### config.mk
export PLATFORM = sky130hd
export DESIGN_NAME = load_store_unit
export DESIGN_NICKNAME = d
export VERILOG_FILES = /design/src/rtl/lsu_pkg.sv /design/src/rtl/lsu_byte_lane.sv /design/src/rtl/load_store_unit.sv
export SDC_FILE = /design/constraint.sdc
export NUM_CORES = 1
export LEC_CHECK = 0
export BUFFER_PORTS_ARGS = -buffer_cell sky130_fd_sc_hd__buf_2
export CAP_MARGIN = 25
export CORE_UTILIZATION = 40
export DETAILED_ROUTE_END_ITERATION = 8
export HOLD_SLACK_MARGIN = 0.03
export MAX_ROUTING_LAYER = met4
export PLACE_DENSITY = 0.69
export SLEW_MARGIN = 20
export SYNTH_ARGS = -nofsm -noshare
export SYNTH_HDL_FRONTEND = slang
export SYNTH_HIERARCHICAL = 1
export SYNTH_SLANG_ARGS = --single-unit
### constraint.sdc
create_clock -name clk -period 3.4 [get_ports clk]
set_input_delay 0.17 -clock clk [delete_from_list [all_inputs] [get_ports clk]]
set_output_delay 0.17 -clock clk [all_outputs]
set_load 0.01 [all_outputs]
### src/rtl/lsu_pkg.sv
// lsu_pkg: funct3 encodings, FSM states and request legality check for the load/store unit
package lsu_pkg;
  localparam logic [2:0] F3_B  = 3'b000;
  localparam logic [2:0] F3_H  = 3'b001;
  localparam logic [2:0] F3_W  = 3'b010;
  localparam logic [2:0] F3_BU = 3'b100;
  localparam logic [2:0] F3_HU = 3'b101;
  typedef enum logic [2:0] {IDLE, LOAD, RMW_READ, WRITE, RESP} lsu_state_t;
  function automatic logic bad_access(input logic we, input logic [2:0] f3, input logic [1:0] off);
    return (we ? !(f3 inside {F3_B, F3_H, F3_W}) : !(f3 inside {F3_B, F3_H, F3_W, F3_BU, F3_HU}))
      || (f3[1:0] == 2'b01 && off[0]) || (f3[1:0] == 2'b10 && off != 2'b00);
  endfunction
endpackage

### src/rtl/lsu_byte_lane.sv
// lsu_byte_lane: extracts/extends a load lane and merges sub-word store data into a word
module lsu_byte_lane (
  input  logic [2:0]  i_funct3,
  input  logic [1:0]  i_off,
  input  logic [31:0] i_rd,
  input  logic [15:0] i_wdata,
  output logic [31:0] o_load,
  output logic [31:0] o_merged
);
  logic [7:0]  w_byte;
  logic [15:0] w_half;
  logic [31:0] w_mask;
  logic [31:0] w_ins;
  assign w_byte   = 8'(i_rd >> {i_off, 3'b000});
  assign w_half   = 16'(i_rd >> {i_off[1], 4'b0000});
  assign o_load   = i_funct3[1] ? i_rd
                  : i_funct3[0] ? {{16{~i_funct3[2] & w_half[15]}}, w_half}
                  : {{24{~i_funct3[2] & w_byte[7]}}, w_byte};
  assign w_mask   = i_funct3[0] ? 32'h0000_ffff << {i_off[1], 4'b0000} : 32'h0000_00ff << {i_off, 3'b000};
  assign w_ins    = i_funct3[0] ? {2{i_wdata}} : {4{i_wdata[7:0]}};
  assign o_merged = (i_rd & ~w_mask) | (w_ins & w_mask);
endmodule

### src/rtl/load_store_unit.sv
// load_store_unit: RV32I load/store sequencer with read-modify-write for sub-word stores
module load_store_unit
  import lsu_pkg::*;
#(
  parameter int MEM_WORDS = 64
) (
  input  logic        clk,
  input  logic        reset,
  input  logic        req_valid,
  output logic        req_ready,
  input  logic        req_we,
  input  logic [2:0]  req_funct3,
  input  logic [31:0] req_addr,
  input  logic [31:0] req_wdata,
  output logic        rsp_valid,
  input  logic        rsp_ready,
  output logic [31:0] rsp_rdata,
  output logic        rsp_err,
  output logic        mem_we,
  output logic [31:0] mem_A,
  output logic [31:0] mem_WD,
  input  logic [31:0] mem_RD
);
  lsu_state_t  r_state;
  logic [2:0]  r_funct3;
  logic [1:0]  r_off;
  logic [15:0] r_wdata;
  logic        r_rsp_valid;
  logic        r_rsp_err;
  logic [31:0] r_rsp_rdata;
  logic        r_mem_we;
  logic [31:0] r_mem_a;
  logic [31:0] r_mem_wd;
  logic        w_err;
  logic [31:0] w_load;
  logic [31:0] w_merged;
  assign w_err     = bad_access(req_we, req_funct3, req_addr[1:0]) || (req_addr >= 32'(MEM_WORDS * 4));
  assign req_ready = (r_state == IDLE) && !reset;
  assign rsp_valid = r_rsp_valid;
  assign rsp_err   = r_rsp_err;
  assign rsp_rdata = r_rsp_rdata;
  assign mem_we    = r_mem_we;
  assign mem_A     = r_mem_a;
  assign mem_WD    = r_mem_wd;
  lsu_byte_lane u_lane (
    .i_funct3 (r_funct3),
    .i_off    (r_off),
    .i_rd     (mem_RD),
    .i_wdata  (r_wdata),
    .o_load   (w_load),
    .o_merged (w_merged)
  );
  // request sequencing; memory and response outputs are registered so each state drives them directly
  always_ff @(posedge clk) begin
    if (reset) begin
      r_state     <= IDLE;
      r_funct3    <= '0;
      r_off       <= '0;
      r_wdata     <= '0;
      r_rsp_valid <= 1'b0;
      r_rsp_err   <= 1'b0;
      r_rsp_rdata <= '0;
      r_mem_we    <= 1'b0;
      r_mem_a     <= '0;
      r_mem_wd    <= '0;
    end else begin
      case (r_state)
        IDLE: if (req_valid) begin
          r_funct3 <= req_funct3;
          r_off    <= req_addr[1:0];
          r_wdata  <= req_wdata[15:0];
          if (w_err) begin
            r_state     <= RESP;
            r_rsp_valid <= 1'b1;
            r_rsp_err   <= 1'b1;
            r_rsp_rdata <= '0;
          end else begin
            r_mem_a <= {req_addr[31:2], 2'b00};
            if (!req_we) r_state <= LOAD;
            else if (req_funct3 == F3_W) begin
              r_state  <= WRITE;
              r_mem_we <= 1'b1;
              r_mem_wd <= req_wdata;
            end else r_state <= RMW_READ;
          end
        end
        LOAD: begin
          r_rsp_rdata <= w_load;
          r_rsp_valid <= 1'b1;
          r_mem_a     <= '0;
          r_state     <= RESP;
        end
        RMW_READ: begin
          r_mem_wd <= w_merged;
          r_mem_we <= 1'b1;
          r_state  <= WRITE;
        end
        WRITE: begin
          r_mem_we    <= 1'b0;
          r_mem_wd    <= '0;
          r_mem_a     <= '0;
          r_rsp_valid <= 1'b1;
          r_state     <= RESP;
        end
        RESP: if (rsp_ready) begin
          r_rsp_valid <= 1'b0;
          r_rsp_err   <= 1'b0;
          r_rsp_rdata <= '0;
          r_state     <= IDLE;
        end
        default: r_state <= IDLE;
      endcase
    end
  end
endmodule

; ---- Yosys cells after proc, flatten, opt, wreduce, memory -nomap -nowiden
; Index checks and enable logic that the tools add are counted.
[totals]
wordCells = 98
ff_bits = 123
out_inout_bits = 100
[op_classes]
mux = 33
n_bitwise = 7
n_eq_ne = 16
order_cmp = 1
shifts = 4
reduce_logical = 27
[ops]
columns = operator, n
row1 = 32-bit 2-to-1 mux, 13
row2 = 32-bit one-hot mux with 3 select lines, 2
row3 = 32-bit AND, 2
row4 = 32-bit one-hot mux with 2 select lines, 1
row5 = 32-bit by 9-bit >= comparator with 1-bit output (second input constant), 1
row6 = 32-bit NOT, 1
row7 = 32-bit OR, 1
row8 = 16-bit by 5-bit << shifter with 32-bit output (first input constant), 1
row9 = 8-bit by 5-bit << shifter with 32-bit output (first input constant), 1
row10 = 32-bit by 5-bit right shift with 16-bit output, 1
row11 = 32-bit by 5-bit right shift with 8-bit output, 1
row12 = 3-bit one-hot mux with 4 select lines, 1
row13 = 4-bit AND reduction, 3
row14 = 3-bit nonzero test, 4
row15 = 2-bit != test (second input constant), 5
row16 = 3-bit by 2-bit equality test with 1-bit output (second input constant), 3
row17 = 3-bit equality test (second input constant), 3
row18 = 1-bit 2-to-1 mux, 9
row19 = 3-bit 2-to-1 mux, 3
row20 = 3-bit by 1-bit equality test with 1-bit output (second input constant), 2
row21 = 3-bit logical NOT, 2
row22 = 1-bit one-hot mux with 3 select lines, 2
row23 = 2-bit nonzero test, 3
row24 = 5-bit AND reduction, 1
row25 = other kinds (14), 22

; ---- Logic depth before layout (Yosys ltp)
; Gate-level depths: netlist of the first run.
[logic_depth]
word_depth = 10
depth_mapped = 9
mapped_depth_nobuf = 6

; ---- Cells and area by module
; The synthesis of the first run kept the hierarchy.
[modules_own_cells]
columns = module, cells_each, instances, seq_area_each_um2, area_per_inst_um2
row1 = load_store_unit, 588, 1, 2422.3, 4996.0
row2 = lsu_byte_lane, 150, 1, 0.0, 1159.9

; ---- Least setup slack after synthesis of the first run
; Ideal clock, no wire load.
[synth_path]
path_kind = register to register
start = register r_off[0]
end = register r_rsp_rdata[11] (netlist: rsp_rdata[11])
required_time_ns = 3.268
period_less_slack_ns = 1.891
stages_incl_launch_ff = 8
n_path_buf = 1
t_arrival_ns = 1.759
slack_ns = 1.509
cell_sequence = dfxtp_1 buf_6 mux4_2 nor3b_4 a221o_1 a211o_1 a21oi_1 nor3_1
[synth_via]
elab_chain_cells = 5
[synth_rtl]
columns = item, line_no
row1 = "start, declared", load_store_unit.sv:26  ; logic [1:0] r_off;
row2 = "start signal, assigned", load_store_unit.sv:70  ; r_off <= req_addr[1:0];
row3 = 32-bit by 5-bit right shift with 8-bit output, lsu_byte_lane.sv:14  ; assign w_byte = 8'(i_rd >> {i_off, 3'b000});
row4 = 1-bit AND, lsu_byte_lane.sv:18  ; : {{24{~i_funct3[2] & w_byte[7]}}, w_byte};
row5 = 32-bit 2-to-1 mux, lsu_byte_lane.sv:17  ; : i_funct3[0] ? {{16{~i_funct3[2] & w_half[15]}}, w_half}
row6 = 32-bit 2-to-1 mux, lsu_byte_lane.sv:16  ; assign o_load = i_funct3[1] ? i_rd
row7 = via w_load[11], load_store_unit.sv:35  ; logic [31:0] w_load;
row8 = 32-bit one-hot mux with 3 select lines, load_store_unit.sv:67  ; case (r_state)
row9 = "end signal, assigned", load_store_unit.sv:88  ; r_rsp_rdata <= w_load;
row10 = "end, declared", load_store_unit.sv:30  ; logic [31:0] r_rsp_rdata;
; The timed path passes the listed nets, and every way through them passes these cells.
; A chain may end at the register's enable or synchronous reset.

; ---- Worst setup path after layout of the first run
[layout_path]
start = register r_off[1]
end = register r_rsp_rdata[19] (netlist: rsp_rdata[19])
[layout_via]
elab_chain_cells = 5
[layout_rtl]
columns = item, line_no
row1 = 32-bit by 5-bit right shift with 8-bit output / 32-bit by 5-bit right shift with 16-bit output (equally long branches), "lsu_byte_lane.sv:14, lsu_byte_lane.sv:15"
row2 = 1-bit AND (on tied branches), "lsu_byte_lane.sv:18, lsu_byte_lane.sv:17"
row3 = 32-bit 2-to-1 mux (*), lsu_byte_lane.sv:17
row4 = 32-bit 2-to-1 mux (*), lsu_byte_lane.sv:16
row5 = via w_load[19], load_store_unit.sv:35
row6 = 32-bit one-hot mux with 3 select lines (*), load_store_unit.sv:67
; Mark *: on every way through the listed nets, which the timed path passes. The rest lies on a longest branch.

==> flow_metrics.tcl, run 1 <==
set metrics [dict create \
    status "finished, final reports clean" \
    final_cells 1124 \
    clkTransAtPathRegs_ps 60 \
    core_sq_um 14750 \
    cts_setup_buffers 0 \
    netlist_instances 738 \
    die_h_microns 126.1 \
    overflow 0 \
    synth_edf_count 0 \
    hp-class "in2reg" \
    crit_path_start_kind "flip-flop" \
    chipWidth_microns 126.1 \
    synthTopCellsByArea "dfxtp_1 39%, a21oi_1 6.6%, nand2_1 5.9%" \
    syn_to_final_growth_pct 30.53 \
    viasPerCell 5.782 \
    nets 1031 \
    ys_async_sr_fraction 0 \
    required_ps 3670 \
    crit_fanout 16 \
    clock-root-buffer "clkbuf_16" \
    clockBufferDepth 2 \
    synth-seq-cells 121 \
    die_area_sq_um 15890 \
    crit_path_end_kind "flip-flop" \
    htreeDepth 4 \
    remaining_drc_errors 0 \
    vias 6499 \
    yosysTopAreaCellShare 0.3935 \
    fillers 1386 \
    cap_violations 0 \
    io_pins 204 \
    drv_slew 0 \
    fin_crit_ps 2448 \
    hold_end "r_funct3[0]$_SDFFE_PP0P_" \
    synth_cell_types 55 \
    avgSynthCellArea_sq_um 8.341 \
    grt_max_degree 65 \
    synth_area_sq_um 6156 \
    track_usage 0.2662 \
    rr_worst_depth 6 \
    yosysWarnings 6 \
    cts_sinks 121 \
    wirelength_microns 20360 \
    finalCritPeriodShare 0.7201 \
    worst-slew-pin-transition_ps 962.4 \
    placed_cells 1067 \
    fin_tns_setup_ps 0 \
    vdd_drop_max_mv 0.3607 \
    start_util 0.4172 \
    yosysSeqAreaShare 0.3935 \
    drt_iter0_drc 638 \
    slew_headroom 0.3584 \
    grt_pass1_vias 6085 \
    grt_pass1_wl_microns 32040 \
    synth_top_flop_cell "dfxtp_1" \
    criticalPathCategory "reg2reg" \
    finalSetupViolations 0 \
    finalClockSkew_ps 11.89 \
    rows 44 \
    power.density_nw_per_um2 473.8 \
    rsz0062_at_grt "no" \
    grt_antenna_before_repair 0 \
    dp_hpwl_microns 14020 \
    clock_latency_ps 420 \
    r2r-start "r_off[1]$_SDFFE_PP0P_" \
    diodes 0 \
    port_buffers 201 \
    min_from "req_funct3[0]" \
    post_drt_wl_per_cell_microns 18.11 \
    gp_congestion 0.9129 \
    critPathArrivalTime_ps 2720 \
    drive_gt1_frac 0.3128 \
    finalHoldViolCount 0 \
    final_antenna_net_count 0 \
    r2r_end "rsp_rdata[19]$_SDFFE_PP0P_" \
    power.leakage_nw 3.522 \
    fmax_mhz 408.4 \
    cts_tree "built" \
    min_path_cells 3 \
    numCtsBuffers 17 \
    drt_first_pass_iters 5 \
    synth_top_area_cell "dfxtp_1" \
    r2r_setup_slack_ps 950 \
]
[cell families after synthesis]
kind of cell | Yosys count | synth area share
multiplexers | 27 | 0.05163
AO/OA/AOI/OAI | 271 | 0.2986
other | 1 | 0.0006092
flip-flops | 121 | 0.3935
AND/OR/NAND/NOR | 240 | 0.1917
buffers and inverters | 77 | 0.06260
XOR/XNOR | 1 | 0.001423
[worst max-delay path by stage]
stage                                  from                          to
floorplan             r_off[0]$_SDFFE_PP0P_  rsp_rdata[11]$_SDFFE_PP0P_
CTS                   r_off[1]$_SDFFE_PP0P_  rsp_rdata[20]$_SDFFE_PP0P_
global placement      r_off[1]$_SDFFE_PP0P_  rsp_rdata[23]$_SDFFE_PP0P_
finish                r_off[1]$_SDFFE_PP0P_  rsp_rdata[19]$_SDFFE_PP0P_
detailed placement    r_off[1]$_SDFFE_PP0P_  rsp_rdata[20]$_SDFFE_PP0P_
global route        r_state[2]$_SDFFE_PP0P_     mem_WD[13]$_SDFFE_PP0P_
[area by class of cell]
type                       instances  area, sq um  share of cell area
clock buffer                      18        439.2             0.05466
clock inverter                    14        173.9             0.02164
inverter                           4        15.01            0.001869
multi-input combinational        541         3378              0.4204
sequential                       121         2422              0.3015
tap                              184        230.2             0.02865
timing repair buffer             242         1376              0.1713
[per-layer routing]
metal,track usage,routed length (microns),up-vias
met4,0.1099,467,0
met2,0.3965,9124,332
met1,0.3514,9048,3056
li1,-,-,3078
met3,0.05310,1719,33
met5,-,0,-
[power breakdown]
group | leakage, nW | total [mW] | internal, mW | switching [mW]
clock network | 0.300 | 1.86 | 1.17 | 0.684
logic | 2.24 | 0.486 | 0.219 | 0.266
registers | 0.978 | 1.46 | 1.44 | 0.0270
[metrics by stage]
stage	setup WS [ps]	hold slack, ps	area, sq um	power (mW)	utilization
2_1_floorplan	1509	295.5	6160	1.787	-
3_3_place_gp	1086	381.2	7172	1.942	0.4861
3_5_place_dp	1036	383.5	7172	1.943	0.4861
4_1_cts	1033	35.28	8035	3.824	0.5446
5_1_grt	796.2	56.72	8035	3.940	0.5446
6_report	951.7	60.39	8035	3.807	0.5446
[sequential cells by signal (all words and copies together), names as in the netlist]
name and cells:
mem_A 30, mem_WD 32, mem_we 1, r_funct3 3
r_off 2, r_state 3, r_wdata 16, rsp_err 1
rsp_rdata 32, rsp_valid 1
[Yosys cell counts (7+ instances only)]
library cell  instances
clkbuf_1             45
mux2_2               25
a211oi_1             33
nor2_1               45
nor4_1                7
and2_1               25
nand2_1              97
nor3_1               32
nor4b_1               8
o21ai_0              48
buf_2                13
dfxtp_1             121
a221o_1              15
a211o_1              32
a22o_1               35
o21ai_1               8
a21oi_1              81
[critical path, cell delays in order, from the launching register on]
cell and delay (ps):
dfxtp_1 490, mux2_2 410, mux2i_2 650, o21ai_0 280
a211o_1 320, a21oi_2 100, nor3_1 50
[placed cells by master (no fill, tap or decap), drive strengths merged, types with 2 or more instances in the layout]
cell type / netlist / routed
buf: 26 / 217
dfxtp: 121 / 121
nand2: 97 / 97
a21oi: 85 / 85
o21ai: 56 / 56
nor2: 46 / 46
nor3: 36 / 36
a22o: 35 / 35
a211oi: 33 / 33
a211o: 32 / 32
and2: 25 / 25
dlygate4sd3: 0 / 25
mux2: 25 / 25
clkbuf: 47 / 18
a221o: 16 / 16
nor4b: 9 / 9
clkinv: 0 / 9
nor4: 7 / 7
nor2b: 6 / 6
inv: 4 / 5
and3: 3 / 3
bufinv: 0 / 3
a221oi: 3 / 3
nand3: 2 / 2
nand2b: 2 / 2
a22oi: 2 / 2
o31ai: 2 / 2
conb: 1 / 2
nor3b: 2 / 2
[timing repair]
action / in CTS / in global routing
endpoints found under the setup margin: 0 / 0
hold buffers: 25 / 0
endpoints found under the hold margin: 25 / 0
resized for setup: 0 / 0
No activity file was read; power rests on OpenSTA's default activity.
==> inputs of run 2 (changes only) <==
--- a/config.mk
+++ b/config.mk
@@ -11,7 +11,7 @@
 export DETAILED_ROUTE_END_ITERATION = 8
 export HOLD_SLACK_MARGIN = 0.03
 export MAX_ROUTING_LAYER = met4
-export PLACE_DENSITY = 0.69
+export PLACE_DENSITY = 0.71
 export SLEW_MARGIN = 20
 export SYNTH_ARGS = -nofsm -noshare
 export SYNTH_HDL_FRONTEND = slang
==> constraint.sdc (replaced) <==
create_clock -name clk -period 2.2 [get_ports clk]
set_input_delay 0.11 -clock clk [delete_from_list [all_inputs] [get_ports clk]]
set_output_delay 0.11 -clock clk [all_outputs]
set_load 0.01 [all_outputs]
==> run 2 against run 1 <==
Effect of this change: critical path depth rose by 1; sequential share of layout area fell by 0.38 points; clock power rose by 43%; first-iteration DRC count fell by 5.2%; non-clock buffer count rose by 13; utilization rose by 0.73 points; design area rose by 1.3%; register-to-register slack got worse by 760 ps; die area did not move.
==> flow_metrics.tcl, run 2 (synthesis results as in run 1) <==
set metrics [dict create \
    htreeDepth 4 \
    final.setup.worst_slack_ps 189.3 \
    final_common_cell "buf_2" \
    cts_sinks 121 \
    required_ps 2480 \
    gp_congestion 0.9077 \
    numCtsBuffers 17 \
    dp_hpwl_microns 14330 \
    rr_worst_depth 7 \
    startpoint "r_off[1]$_SDFFE_PP0P_" \
    track_usage 0.2670 \
    worst-slew-pin-transition_ps 734.3 \
    cpMaxStageDelayCell "a221o_1" \
    remaining_drc_errors 0 \
    diodes 0 \
    finalClockSkew_ps 14.89 \
    power.leakage_nw 3.555 \
    fin_crit_ps 2011 \
    fillers 1378 \
    drt_iter0_drc 605 \
    r2r_setup_slack_ps 190 \
    grt_pass1_vias 6038 \
    syn_to_final_growth_pct 32.28 \
    overflow 0 \
    criticalPathCategory "reg2reg" \
    clock_latency_ps 430 \
    finalPower_mw 5.693 \
    io_pins 204 \
    fmax_mhz 497.3 \
    crit_fanout 22 \
    status "finished, final reports clean" \
    port_buffers 201 \
    finalHoldViolCount 0 \
    fin_tns_setup_ps 0 \
    dp_slack_ps 180.2 \
    critPathArrivalTime_ps 2290 \
    post_drt_wl_per_cell_microns 18.00 \
    die_area_sq_um 15890 \
    clkTransAtPathRegs_ps 60 \
    finalCritPeriodShare 0.9140 \
    cap_violations 0 \
    crit_path_end_kind "flip-flop" \
    drive_gt1_frac 0.3200 \
    grt_antenna_before_repair 0 \
    die_h_microns 126.1 \
    crit_end "rsp_rdata[1]$_SDFFE_PP0P_" \
    hp-class "in2reg" \
    drt_first_pass_iters 7 \
    final_antenna_net_count 0 \
    rows 44 \
    grt_pass1_wl_microns 32170 \
    chipWidth_microns 126.1 \
    vdd_drop_max_mv 0.5804 \
    clock-root-buffer "clkbuf_16" \
    grt_max_degree 67 \
    r2r-start "r_off[1]$_SDFFE_PP0P_" \
    viasPerCell 5.736 \
    cts_tree "built" \
    crit_path_start_kind "flip-flop" \
    finalSetupViolations 0 \
    cp_slowest_stage_delay_ps 420 \
    start_util 0.4172 \
    finalInstanceArea_sq_um 8143 \
    layout_common_cells "201 x buf_2, 120 x dfxtp_1, 97 x nand2_1, 81 x a21oi_1, 48 x o21ai_0" \
    vias 6522 \
    rsz0062_at_grt "no" \
    drv_slew 0 \
    nets 1044 \
    slew_headroom 0.5105 \
    placed_area_sq_um 7297 \
    cp_cell_sequence "buf_12 -> inv_2 -> a21o_1 -> a221o_1 -> a211o_1 -> a21oi_1 -> nor3_1" \
    core_sq_um 14750 \
    wirelength_microns 20470 \
    clockBufferDepth 2 \
    r2r_end "rsp_rdata[1]$_SDFFE_PP0P_" \
    power.density_nw_per_um2 699.1 \
]
## run 2: report_power, final
part	leakage (nW)	total (mW)	internal, mW	switching, mW
registers	0.979	2.25	2.22	0.0314
clock network	0.260	2.66	1.58	1.08
logic	2.32	0.784	0.357	0.427
## run 2: repair_timing
action,in CTS,in global routing
endpoints found under the hold margin,28,0
hold buffers,28,0
setup buffers,0,0
setup endpoints to repair,0,3
resized for setup,0,1
## run 2: final cells by class
class / count / area (sq um) / area share
flip-flops and latches: 121 / 2424 / 0.2976
well taps: 184 / 230.2 / 0.02827
clock buffers: 18 / 439.2 / 0.05393
multi-input cells: 541 / 3378 / 0.4149
inverters: 4 / 15.01 / 0.001844
clock inverters: 14 / 125.1 / 0.01537
repair buffers: 255 / 1531 / 0.1881
## run 2: worst min path at each step
stage / endpoint / slack (ps) / cells after the start / from
after floorplan: mem_A[2]$_SDFFE_PP0P_ / 240 / 1 / req_addr[2]
after global placement: mem_A[7]$_SDFFE_PP0P_ / 320 / 2 / req_addr[7]
after detailed placement: mem_A[6]$_SDFFE_PP0P_ / 320 / 2 / req_addr[6]
after CTS: mem_WD[21]$_SDFFE_PP0P_ / 30 / 3 / req_wdata[21]
after global routing: mem_WD[18]$_SDFFE_PP0P_ / 70 / 3 / req_wdata[18]
final: mem_WD[21]$_SDFFE_PP0P_ / 40 / 3 / req_wdata[21]
## run 2: stage by stage
step                instances  hold slack (ps)  utilization
finish                   1137            44.95       0.5519
global route             1137            67.85       0.5519
CTS                      1137            32.25       0.5518
detailed placement       1077            323.8       0.4946
global placement         1077            324.7       0.4946
floorplan                 739            235.5            -
## run 2: routing by layer
metal,global-route usage,share of wire
met3,0.04715,0.084
met1,0.3456,0.44
met2,0.4205,0.46
met4,0.08788,0.018
met5,-,0
## run 2: critical path: cells and delay by family, from the launching register on
kind / cells / cell delay [ps]
AND/OR/NAND/NOR: 1 / 60
AO/OA/AOI/OAI: 4 / 1090
buffers and inverters: 2 / 320
flip-flops: 1 / 380
==> inputs of run 3 (changes only) <==
--- a/config.mk
+++ b/config.mk
@@ -8,10 +8,11 @@
 export BUFFER_PORTS_ARGS = -buffer_cell sky130_fd_sc_hd__buf_2
 export CAP_MARGIN = 25
 export CORE_UTILIZATION = 40
+export CTS_CLUSTER_SIZE = 10
 export DETAILED_ROUTE_END_ITERATION = 8
-export HOLD_SLACK_MARGIN = 0.03
+export HOLD_SLACK_MARGIN = 0.15
 export MAX_ROUTING_LAYER = met4
-export PLACE_DENSITY = 0.71
+export PLACE_DENSITY = 0.69
 export SLEW_MARGIN = 20
 export SYNTH_ARGS = -nofsm -noshare
 export SYNTH_HDL_FRONTEND = slang
==> constraint.sdc (replaced) <==
create_clock -name clk -period 2.5 [get_ports clk]
set_input_delay 0.125 -clock clk [delete_from_list [all_inputs] [get_ports clk]]
set_output_delay 0.125 -clock clk [all_outputs]
set_load 0.01 [all_outputs]
==> run 3 against run 2 <==
Effect of this change: first-iteration DRC count shrank 16%; flip-flop and latch count stayed put; maximum frequency shrank 6.4%.
==> flow_metrics.tcl, run 3 (synthesis results as in run 1) <==
set metrics [dict create \
    cts_sinks 121 \
    final_common_cell "buf_2" \
    nets 1062 \
    cpMaxStageDelayCell "dfxtp_1" \
    htreeDepth 4 \
    port_buffers 201 \
    drt_iter0_drc 507 \
    syn_to_final_growth_pct 35.71 \
    rows 44 \
    power.density_nw_per_um2 630.0 \
    post-route-util 0.5662 \
    cts_tree "built" \
    finalSetupViolations 0 \
    worst-path-buf-inv 1 \
    rsz0062_at_grt "no" \
    dp_hpwl_microns 14330 \
    cap_violations 0 \
    die_h_microns 126.1 \
    cp_slowest_stage_delay_ps 610 \
    crit_end "rsp_rdata[16]$_SDFFE_PP0P_" \
    met1_usage 0.3612 \
    finalPower_mw 5.263 \
    remaining_drc_errors 0 \
    grt_max_degree 65 \
    grt_pass1_wl_microns 32990 \
    cp.depth 7 \
    die_area_sq_um 15890 \
    post_drt_wl_per_cell_microns 18.34 \
    power.leakage_nw 3.652 \
    grt_pass1_vias 6054 \
    final.setup.worst_slack_ps 351.3 \
    fin_tns_setup_ps 0 \
    r2r_setup_slack_ps 350 \
    rr_worst_depth 7 \
    gp_congestion 0.9135 \
    grt_antenna_before_repair 0 \
    cp_top_family "flip-flops" \
    vdd_drop_max_mv 0.5056 \
    slew_headroom 0.5904 \
    cp_cell_sequence "mux2_2 -> mux2i_2 -> buf_4 -> o21ai_0 -> a211o_1 -> a21oi_1 -> nor3_1" \
    fin_crit_ps 2149 \
    startpoint "r_off[1]$_SDFFE_PP0P_" \
    layout_common_cells "201 x buf_2, 121 x dfxtp_1, 97 x nand2_1, 81 x a21oi_1" \
    drt_first_pass_iters 5 \
    wirelength_microns 21190 \
    seqCellArea_sq_um 2422 \
    vias 6623 \
    hp-class "in2reg" \
    status "finished, final reports clean" \
    r2r-start "r_off[1]$_SDFFE_PP0P_" \
    required_ps 2790 \
    final_antenna_net_count 0 \
    chipWidth_microns 126.1 \
    crit_path_end_kind "flip-flop" \
    clock_latency_ps 420 \
    crit_fanout 16 \
    criticalPathCategory "reg2reg" \
    clockBufferDepth 2 \
    clock-root-buffer "clkbuf_16" \
    dp_slack_ps 375.9 \
    grtUsageMet2 0.4121 \
    clkTransAtPathRegs_ps 60 \
    fmax_mhz 465.4 \
    worst-slew-pin-transition_ps 612.1 \
    critPathArrivalTime_ps 2440 \
    io_pins 204 \
    min_path_cells 5 \
    track_usage 0.2740 \
    r2r_end "rsp_rdata[16]$_SDFFE_PP0P_" \
    drive_gt1_frac 0.3110 \
    start_util 0.4172 \
    busiest_layer "met2" \
    multiInputGateArea_sq_um 3378 \
    overflow 0 \
    diodes 0 \
    drv_slew 0 \
    finalHoldViolCount 0 \
    viasPerCell 5.734 \
    fillers 1350 \
    numCtsBuffers 17 \
    crit_path_start_kind "flip-flop" \
    use_met3 0.05310 \
    finalCritPeriodShare 0.8595 \
    finalClockSkew_ps 8.563 \
    core_sq_um 14750 \
]
## run 3: cell count changes in the layout (fill, tap and decap cells not counted), sizes merged
cell         delta
dlygate4sd3    +20
inv             +3
buf             -2
bufinv          +2
clkinvlp        -3
clkbuf          -1
clkinv          -1
## run 3: worst min-delay path: cells and delay by family
| family | cells | cell delay (ps) |
|---|---|---|
| buffers and inverters | 1 | 70 |
| and+or+nand+nor | 2 | 230 |
| AOI/OAI and AO/OA | 2 | 120 |
## run 3: worst min path at each step
stage | slack [ps] | end | start
2_1_floorplan | 250 | mem_A[2]$_SDFFE_PP0P_ | req_addr[2]
3_3_place_gp | 340 | mem_A[5]$_SDFFE_PP0P_ | req_addr[5]
3_5_place_dp | 340 | mem_A[4]$_SDFFE_PP0P_ | req_addr[4]
4_1_cts | 170 | mem_WD[31]$_SDFFE_PP0P_ | mem_RD[31]
5_1_grt | 210 | rsp_rdata[2]$_SDFFE_PP0P_ | mem_RD[2]
6_report | 190 | mem_we$_SDFFE_PP0P_ | req_addr[11]
## run 3: layer usage
layer / share of wire / up-vias
met1: 0.45 / 3107
met2: 0.46 / 334
met4: 0.018 / 0
li1: - / 3148
met5: 0 / -
met3: 0.076 / 34
## run 3: through the flow
stage,area [sq um],std cells,hold slack (ps)
floorplan,6160,739,250.5
CTS,8354,1155,166.7
finish,8354,1155,193.4
global placement,7257,1075,336.0
global route,8354,1155,209.6
detailed placement,7257,1075,342.1
## run 3: layout make-up
class	count	share of cell area
timing repair buffer	273	0.2025
tap	184	0.02756
clock inverter	15	0.02291
inverter	4	0.001797
sequential	121	0.2900
multi-input combinational	541	0.4044
clock buffer	17	0.05092
## run 3: power breakdown
group          leakage, nW  internal (mW)  switching, mW
Clock                0.291           1.59          0.981
Combinational         2.38          0.331          0.381
Sequential           0.978           1.95         0.0300
## run 3: what timing repair did
action / CTS / global route
setup buffers: 0 / 0
hold endpoints to repair: 65 / 0
gates resized for setup: 0 / 0
hold buffers: 48 / 0
